$ cat src/rtl/dpe_pkg.sv
// dpe_pkg: shared DPE types and defaults
package dpe_pkg;

  localparam int DPE_CNT_WIDTH = 8;

  typedef enum logic [2:0] {
    RUN,
    PAUSE_WAIT,
    DRAIN,
    HOLD,
    RESUME,
    ABORT
  } pause_state_t;

endpackage

$ cat src/rtl/dpe_inflight_cnt.sv
// dpe_inflight_cnt: saturating packet counter with sticky over/underflow flag
module dpe_inflight_cnt
  import dpe_pkg::*;
#(
  parameter int WIDTH = DPE_CNT_WIDTH
) (
  input  logic             clk,
  input  logic             rst_n,
  input  logic             inc,
  input  logic             dec,
  input  logic             clr,
  output logic [WIDTH-1:0] cnt,
  output logic             err
);

  logic up;
  logic dn;
  logic ovf;
  logic udf;

  assign up  = inc & ~dec;
  assign dn  = dec & ~inc;
  assign ovf = up & (cnt == '1);
  assign udf = dn & (cnt == '0);

  // count packet boundaries, holding at the rails on a fault
  always_ff @(posedge clk or negedge rst_n)
    if (!rst_n) cnt <= '0;
    else if (up & ~ovf) cnt <= cnt + WIDTH'(1);
    else if (dn & ~udf) cnt <= cnt - WIDTH'(1);

  // sticky fault flag; a new fault beats a simultaneous clear
  always_ff @(posedge clk or negedge rst_n)
    if (!rst_n) err <= 1'b0;
    else err <= ovf | udf | (err & ~clr);

endmodule

$ cat src/rtl/dpe_pause_ctrl.sv
// dpe_pause_ctrl: sequences the ingress mux pause/paused handshake for CPU table updates
module dpe_pause_ctrl
  import dpe_pkg::*;
#(
  parameter int CNT_WIDTH      = DPE_CNT_WIDTH,
  parameter int TIMEOUT_CYCLES = 65535
) (
  input  logic                 clk,
  input  logic                 rst_n,
  input  logic                 cpu_pause_req,
  output logic                 cpu_pause_ack,
  output logic                 mux_pause,
  input  logic                 mux_paused,
  input  logic                 ing_tvalid,
  input  logic                 ing_tready,
  input  logic                 ing_tlast,
  input  logic                 egr_tvalid,
  input  logic                 egr_tready,
  input  logic                 egr_tlast,
  output logic [CNT_WIDTH-1:0] inflight,
  input  logic                 err_clr,
  output logic                 timeout_err,
  output logic                 count_err
);

  localparam int TW = TIMEOUT_CYCLES > 0 ? $clog2(TIMEOUT_CYCLES + 1) : 1;
  localparam logic [TW-1:0] TLIM = TW'(TIMEOUT_CYCLES > 0 ? TIMEOUT_CYCLES - 1 : 0);

  pause_state_t  state;
  logic [TW-1:0] tcnt;
  logic          ing_evt;
  logic          egr_evt;
  logic          waiting;
  logic          timeout;
  logic          drained;
  logic          progress;
  logic          abort_evt;

  assign ing_evt   = ing_tvalid & ing_tready & ing_tlast;
  assign egr_evt   = egr_tvalid & egr_tready & egr_tlast;
  assign waiting   = (state == PAUSE_WAIT) | (state == DRAIN);
  assign timeout   = (TIMEOUT_CYCLES != 0) & (tcnt == TLIM);
  assign drained   = mux_paused & (inflight == '0) & ~ing_evt & ~egr_evt;
  assign progress  = (state == PAUSE_WAIT) ? mux_paused : drained;
  assign abort_evt = waiting & cpu_pause_req & ~progress & timeout;

  dpe_inflight_cnt #(
    .WIDTH(CNT_WIDTH)
  ) u_cnt (
    .clk  (clk),
    .rst_n(rst_n),
    .inc  (ing_evt),
    .dec  (egr_evt),
    .clr  (err_clr),
    .cnt  (inflight),
    .err  (count_err)
  );

  // quiesce timer: zero outside the wait states, saturating count inside
  always_ff @(posedge clk or negedge rst_n)
    if (!rst_n) tcnt <= '0;
    else tcnt <= !waiting ? '0 : (tcnt == TLIM) ? tcnt : tcnt + TW'(1);

  // pause sequencer; outputs are registered to match the state being entered
  always_ff @(posedge clk or negedge rst_n)
    if (!rst_n) begin
      state         <= RUN;
      mux_pause     <= 1'b0;
      cpu_pause_ack <= 1'b0;
    end else begin
      case (state)
        RUN:
          if (cpu_pause_req) begin
            state     <= PAUSE_WAIT;
            mux_pause <= 1'b1;
          end
        PAUSE_WAIT, DRAIN:
          if (!cpu_pause_req) begin
            state     <= RESUME;
            mux_pause <= 1'b0;
          end else if (progress) begin
            state         <= (state == PAUSE_WAIT) ? DRAIN : HOLD;
            cpu_pause_ack <= state == DRAIN;
          end else if (timeout) begin
            state     <= ABORT;
            mux_pause <= 1'b0;
          end
        HOLD:
          if (!cpu_pause_req) begin
            state         <= RESUME;
            mux_pause     <= 1'b0;
            cpu_pause_ack <= 1'b0;
          end
        RESUME: state <= RUN;
        ABORT:  if (!cpu_pause_req) state <= RUN;
        default: begin
          state         <= RUN;
          mux_pause     <= 1'b0;
          cpu_pause_ack <= 1'b0;
        end
      endcase
    end

  // sticky abort flag; a new abort beats a simultaneous clear
  always_ff @(posedge clk or negedge rst_n)
    if (!rst_n) timeout_err <= 1'b0;
    else timeout_err <= abort_evt | (timeout_err & ~err_clr);

endmodule

$ cat config.mk
export PLATFORM = sky130hd
export DESIGN_NAME = dpe_pause_ctrl
export DESIGN_NICKNAME = d
export VERILOG_FILES = /design/src/rtl/dpe_pkg.sv /design/src/rtl/dpe_inflight_cnt.sv /design/src/rtl/dpe_pause_ctrl.sv
export SDC_FILE = /design/constraint.sdc
export NUM_CORES = 1
export LEC_CHECK = 0
export CAP_MARGIN = 20
export CORE_MARGIN = 2
export CORE_UTILIZATION = 60
export CTS_CLUSTER_SIZE = 30
export DETAILED_ROUTE_END_ITERATION = 12
export DONT_BUFFER_PORTS = 1
export GPL_TIMING_DRIVEN = 0
export PLACE_DENSITY = 0.76
export REMOVE_ABC_BUFFERS = 1
export SKIP_CTS_REPAIR_TIMING = 1
export SLEW_MARGIN = 5
export SYNTH_ARGS = -nofsm -noshare
export SYNTH_HDL_FRONTEND = slang
export SYNTH_SLANG_ARGS = --single-unit
$ cat constraint.sdc
create_clock -name clk -period 3.1 [get_ports clk]
set_input_delay 0.31 -clock clk [delete_from_list [all_inputs] [get_ports clk]]
set_output_delay 0.31 -clock clk [all_outputs]
set_load 0.005 [all_outputs]
==> summary.md, run 1 <==
| Metric | Value |
|---|---|
| First-pass DRT Iterations | 4 |
| Routed Antenna Nets | 0 |
| Multi-input gate area | 1117 um^2 |
| Achievable Freq | a little over 0.4 GHz |
| Status | finished clean |
| Reg2Reg Depth | 9 |
| Pwr dens | 720.5 nW/um^2 |
| Pre-CTS setup slack | around 0.67 ns |
| Initial core utilization | 63.79% |
| Startpoint types | flip-flop |
| Warnings, synthesis | 0 |
| Top cell type's share of synthesized area | 39.19% |
| VDD IR max | 0.0004743 V |
| Setup violators final | 0 |
| Hpwl dp | approximately 2900 um |
| Largest net degree at the start of global routing | 32 |
| GRT Residual Overflow | 0 |
| Nets | 238 |
| Period utilization | ~79% |
| Synth area leader | dfrtp_1 |
| Area grow syn2layout | 4.678% |
| Seq/Total Area, Yosys | between 30% and 40% |
| WHS | 0.08280 ns |
| Dominant cells by area after synthesis | dfrtp_1 (39%), ha_1 (5.1%), nor2_1 (4.9%), xor2_1 (4.9%), a21oi_1 (3.0%) |
| Relative slew slack | 38.56% |
| DRT iter0 DRCs | 144 |
| Post-synthesis instance total | 215 |
| CP peak stage delay | 0.47 ns |
| Hold EP | timeout_err |
| Crit Path Category | flip-flop to flip-flop |
| Reg-to-Reg Start | u_cnt.cnt[1] |
| Die W | 61.44 um |
| Met2 WL | between 1500 and 2000 um |
| FF+latch count, synth | 31 |
| Clk sinks | 31 |
| I/O pins | 23 |
| Worst r2r dst | u_cnt.cnt[7] |
| Final WS setup | 0.6480 ns |
| Number of max-cap violations | 0 |
| Critical Path RT | 3.32 ns |
| Met1 WL | 1687 um |
| Antenna violations before repair | 0 |
| Post-synth EDFFs | 0 |
| Layout cells sized above 1 | 10.05% |
| CTS tree | done |
| Number of global-route vias before repair | around 1500 |
| Highest metal used | met4 |
| Port bufs | 0 |
| Die area | 3774 um^2 |
| Rows | 20 |
| Synth Cell Area | 1979 um^2 |
| Via count | 1630 |
| Global-route wire length before repair | 6237 um |
| Storage cell area | 775.7 um^2 |
| H-tree depth | 2 |
| Max Fanout on Critical Path | 8 |
| Worst hold path depth | 1 |
| Slowest CP cell | dfrtp_1 |
| Hold_sp | err_clr |
| Top post-synthesis cells by count | dfrtp_1 (31), nor2_1 (26), nand2_1 (13) |
| Clock Latency Late Sink | 0.33 ns |
| Post-DR vias/cell | 6.198 |
| CP dominant cell by count | mux2i_1 |
| Clk_skew | 0.01171 ns |
| Die H | just over 60 um |
| Core Area | 3103 um^2 |
| Detail-routed net length per standard cell | 14.83 um |
| Critical Path End Type | flip-flop |
| Slew Viols, Final | 0 |
| Asr flop ratio synth | 100.0% |
| Final worst path period need | 2.452 ns |
| DRC | 0 |
| CTS Buffer Depth | 2 |
| Total CTS buffers | 5 |
| RSZ-0062 raised after global routing | no |
| Dominant cell by count in the synthesized netlist | dfrtp_1 |
| Synth Flop Type | dfrtp_1 |
| Crit-path cells | nand4_1, nor2_1, or2_2, ha_1, inv_1, o211a_1, o21ai_0, mux2i_1, mux2i_1 |
| Yosys cell types | 53 |
| GRT Overall Usage | 22.43% |
| CP arrival | approximately 2.7 ns |
| Fillers | 266 |
| Clock root cell | clkbuf_4 |
| Worst Tran Pin Value | 0.9216 ns |
| Gpl congestion | approximately 0.85 |
| Antenna diode count | 0 |
| Drt total wl | 3900 um |
| Hold Path Class | input pin to flip-flop |
| Leakage | 0.8808 nW |
| Syn_area_per_cell | 9.207 um^2 |
| Final Power | 1.493 mW |
| Fin. Hold Viols | 0 |
| Reg-to-reg slack, setup | ~0.65 ns |
| Clock Pin Slew Worst Setup and Hold Paths | 0.10 ns |
| WL met3 | 201 um |
| Setup TNS | 0 ns |
-- how the worst max path moves through the flow --
| stage | cells after the start | slack (ns) | to | start |
|---|---|---|---|---|
| final | 9 | 0.65 | u_cnt.cnt[7] | u_cnt.cnt[1] |
| after global routing | 9 | 0.45 | u_cnt.cnt[7] | u_cnt.cnt[0] |
| after CTS | 9 | 0.64 | u_cnt.cnt[7] | u_cnt.cnt[1] |
| after detailed placement | 9 | 0.67 | u_cnt.cnt[7] | u_cnt.cnt[1] |
| after global placement | 9 | 0.69 | u_cnt.cnt[7] | u_cnt.cnt[3] |
| after floorplan | 9 | 0.88 | u_cnt.cnt[7] | ing_tvalid |
-- sequential cells by signal (all words and copies together), names as in the netlist --
| register | count |
|---|---|
| u_cnt.err | 1 |
| timeout_err | 1 |
| u_cnt.cnt | 8 |
| state | 3 |
| tcnt | 16 |
| cpu_pause_ack | 1 |
| mux_pause | 1 |
-- layout by cell type, fill, tap and decap left out, types with 2 or more instances in the layout --
| master | synthesis | routed |
|---|---|---|
| and3_2 | 3 | 3 |
| o21ai_0 | 8 | 8 |
| o21a_1 | 2 | 2 |
| or2_2 | 2 | 2 |
| nor3_1 | 3 | 3 |
| and4_1 | 2 | 2 |
| o211ai_1 | 4 | 4 |
| clkinv_2 | 0 | 3 |
| clkbuf_4 | 0 | 5 |
| or4_4 | 2 | 2 |
| dfrtp_1 | 31 | 31 |
| o32ai_1 | 2 | 2 |
| nand3_1 | 12 | 12 |
| xnor2_1 | 6 | 6 |
| nor2b_1 | 4 | 4 |
| mux2i_1 | 3 | 3 |
| o311ai_0 | 2 | 2 |
| nand2b_1 | 2 | 2 |
| a21oi_1 | 12 | 12 |
| and3_1 | 5 | 5 |
| o21ai_1 | 2 | 2 |
| nor4_1 | 3 | 3 |
| nor2_1 | 26 | 26 |
| a211oi_1 | 2 | 2 |
| ha_1 | 8 | 8 |
| a31oi_1 | 3 | 3 |
| nand4_1 | 4 | 4 |
| o2111ai_1 | 2 | 2 |
| nand2_1 | 13 | 13 |
| xor2_1 | 11 | 11 |
| inv_1 | 11 | 11 |
-- worst max-delay path, delay by kind of cell, from the launching register on --
family	cells	cell delay [ns]
simple gates	3	0.57
compound gates	2	0.56
flops	1	0.47
fa+ha+maj	1	0.35
mux	2	0.32
buf+inv	1	0.08
-- metal layers --
layer  vias to the layer above  global-route usage [%]
met5                         -                       0
met1                       774                   27.33
met4                         0                   8.207
met3                        10                   6.092
li1                        787                       -
met2                        59                   38.15
-- layout make-up --
type	count	area share, %
clock buffer	5	1.812
sequential	31	37.44
clock inverter	3	0.7246
inverter	11	1.993
timing repair buffer	2	1.449
tap	44	2.657
multi-input combinational	167	53.92
-- report_power, final --
group	leakage [nW]	internal, mW	switching [mW]
clock	0.0347	0.0842	0.135
sequential	0.401	0.496	0.158
combinational	0.445	0.272	0.348
-- logic make-up (layout without fill, tap and decap cells) --
group                      count (synthesis)  count (layout)  share of synthesized area (%)
and+or+nand+nor                           87              87                          23.51
AOI/OAI and AO/OA                         49              49                          16.50
DFF                                       31              31                          39.19
xor gates and xnor gates                  17              17                          7.522
buffers and inverters                     17              21                          4.361
adders and majority gates                  9               9                          6.069
muxes                                      5               5                          2.844
-- through the flow --
| stage | utilization, % | instance area (um^2) | std cells |
|---|---|---|---|
| 2_1_floorplan | - | 1934 | 209 |
| 3_3_place_gp | 64.11 | 1989 | 253 |
| 3_5_place_dp | 64.11 | 1989 | 253 |
| 4_1_cts | 65.81 | 2042 | 261 |
| 5_1_grt | 66.77 | 2072 | 263 |
| 6_report | 66.77 | 2072 | 263 |
(Power assumes the default switching activity.)
==> inputs of run 2 (changes only) <==
--- a/config.mk
+++ b/config.mk
@@ -7,12 +7,12 @@
 export LEC_CHECK = 0
 export CAP_MARGIN = 20
 export CORE_MARGIN = 2
-export CORE_UTILIZATION = 60
+export CORE_UTILIZATION = 57
 export CTS_CLUSTER_SIZE = 30
 export DETAILED_ROUTE_END_ITERATION = 12
 export DONT_BUFFER_PORTS = 1
 export GPL_TIMING_DRIVEN = 0
-export PLACE_DENSITY = 0.76
+export PLACE_DENSITY = 0.75
 export REMOVE_ABC_BUFFERS = 1
 export SKIP_CTS_REPAIR_TIMING = 1
 export SLEW_MARGIN = 5
==> constraint.sdc (replaced) <==
create_clock -name clk -period 1.97 [get_ports clk]
set_input_delay 0.197 -clock clk [delete_from_list [all_inputs] [get_ports clk]]
set_output_delay 0.197 -clock clk [all_outputs]
set_load 0.005 [all_outputs]
==> run 2 against run 1 <==
Against the previous run: the flow now finishes with violations (setup timing); clock skew rose by 0.0016 ns; sequential power rose by 65%; clock-buffer cell count increased by 2; largest power group is now combinational logic.
==> summary.md, run 2 (synthesis gave the netlist of run 1 again) <==
| Metric | Value |
|---|---|
| Status | complete, but fails checks |
| Failing checks | setup timing |
| Core Area | about 3300 um^2 |
| Clock Latency Late Sink | 0.34 ns |
| Most common cell after layout, fill and taps aside | nor2_1 |
| DRT iter0 DRCs | 125 |
| Via count | 1634 |
| Clk_skew | 0.01327 ns |
| Number of global-route vias before repair | 1587 |
| Die area | 3960 um^2 |
| VDD IR max | 0.0007701 V |
| GRT Overall Usage | 22.96% |
| Post-DR vias/cell | roughly 6 |
| Total CTS buffers | 5 |
| Setup TNS | -0.8633 ns |
| First-pass DRT Iterations | 4 |
| Fin. Hold Viols | 0 |
| Critical Path End Type | flip-flop |
| Rows | 21 |
| WL met3 | 188 um |
| CTS Buffer Depth | 2 |
| Pre-CTS setup slack | -0.5047 ns |
| Nets | 243 |
| Initial core utilization | 59.32% |
| Port bufs | 0 |
| Hold_sp | err_clr |
| Relative slew slack | a little under two thirds |
| RSZ-0062 raised after global routing | yes |
| Max FFs per register | 16 |
| Drt total wl | 4348 um |
| Detail-routed net length per standard cell | 16.10 um |
| Clk sinks | 31 |
| Largest net degree at the start of global routing | 32 |
| Final Power | 2.569 mW |
| Most frequent cells in the layout | nor2_1 (25), dfrtp_1 (23), nand2_1 (13) |
| Clock Pin Slew Worst Setup and Hold Paths | around 0.090 ns |
| Clock root cell | clkbuf_4 |
| Area grow syn2layout | 11.69% |
| Antenna diode count | 0 |
| GRT Residual Overflow | 0 |
| Layout cells sized above 1 | 20.54% |
| Die W | 62.93 um |
| Reg-to-Reg Start | u_cnt.cnt[3] |
| Period utilization | 111.3% |
| CTS tree | done |
| Routed Antenna Nets | 0 |
| Hold Path Class | input pin to flip-flop |
| Final worst path period need | about 2.2 ns |
| DRC | 0 |
| Hpwl dp | roughly 3100 um |
| Critical Path RT | 2.20 ns |
| Leakage | 0.8965 nW |
| Antenna violations before repair | 0 |
| Reg-to-reg slack, setup | -0.22 ns |
| Global-route wire length before repair | 7058 um |
| CP arrival | 2.42 ns |
| Achievable Freq | 0.4560 GHz |
| Max Fanout on Critical Path | 8 |
| H-tree depth | 2 |
| Met1 WL | 1771 um |
| Number of max-cap violations | 0 |
| Register name with the most flops | tcnt |
| Slew Viols, Final | 0 |
| Met2 WL | 2314 um |
| Final WS setup | -0.2229 ns |
| Reg2Reg Depth | 10 |
| Highest metal used | met4 |
| Hold EP | u_cnt.err |
| Gpl congestion | 0.8542 |
| Top Registers | tcnt x16, u_cnt.cnt x8, state x3 |
| Crit Path Category | flip-flop to flip-flop |
| Worst hold path depth | 2 |
| Startpoint types | flip-flop |
| Setup violators final | 5 |
| Die H | roughly 63 um |
| Worst Tran Pin Value | 0.5464 ns |
| Worst r2r dst | u_cnt.cnt[4] |
| Pwr dens | between 1000 and 1500 nW/um^2 |
| I/O pins | 23 |
==> run 2: metrics by stage <==
step | util [%] | cell area, um^2 | std cells | hold slack (ns)
after floorplan | - | 1934 | 209 | -0.09859
after global placement | 59.69 | 1992 | 255 | -0.09797
after detailed placement | 59.69 | 1992 | 255 | -0.09778
after CTS | 61.19 | 2042 | 263 | -0.4812
after global routing | 66.25 | 2211 | 270 | 0.05844
final | 66.25 | 2211 | 270 | 0.05103
==> run 2: cell type report <==
cell class | instances | area, um^2
Multi-Input combinational cell | 167 | 1204
Fill cell | 273 | 1126
Tap cell | 46 | 57.56
Sequential cell | 31 | 785.8
Timing Repair Buffer | 7 | 72.57
Clock buffer | 7 | 45.04
Inverter | 11 | 41.29
Clock inverter | 1 | 5.005
==> run 2: where the power goes <==
part / switching (mW) / internal [mW] / total [mW]
sequential: 0.285 / 0.797 / 1.08
combinational: 0.600 / 0.530 / 1.13
clock: 0.219 / 0.139 / 0.358
==> run 2: layer usage <==
metal	global-route usage [%]	vias up
met1	26.37	794
met2	39.89	37
met5	0	-
met4	8.611	0
met3	7.027	5
li1	-	798
==> run 2: worst max-delay path, cell delays in order, from the launching register on <==
cell,delay (ns)
dfrtp_2,0.45
nand4_1,0.15
nor2_2,0.15
or2_4,0.22
inv_2,0.07
fa_2,0.36
nor2b_2,0.17
o21ai_0,0.09
nand2_1,0.09
xor2_1,0.07
mux2_4,0.25
==> run 2: worst max-delay path by stage <==
| stage | from | to | slack [ns] | depth (start not counted) |
|---|---|---|---|---|
| 3_5_place_dp | u_cnt.cnt[3] | u_cnt.cnt[7] | -0.50 | 9 |
| 4_1_cts | u_cnt.cnt[3] | u_cnt.cnt[7] | -0.53 | 9 |
| 6_report | u_cnt.cnt[3] | u_cnt.cnt[4] | -0.22 | 10 |
| 3_3_place_gp | u_cnt.cnt[2] | u_cnt.cnt[7] | -0.43 | 9 |
| 5_1_grt | u_cnt.cnt[3] | u_cnt.cnt[7] | -0.37 | 9 |
| 2_1_floorplan | u_cnt.cnt[6] | u_cnt.cnt[7] | -0.24 | 9 |
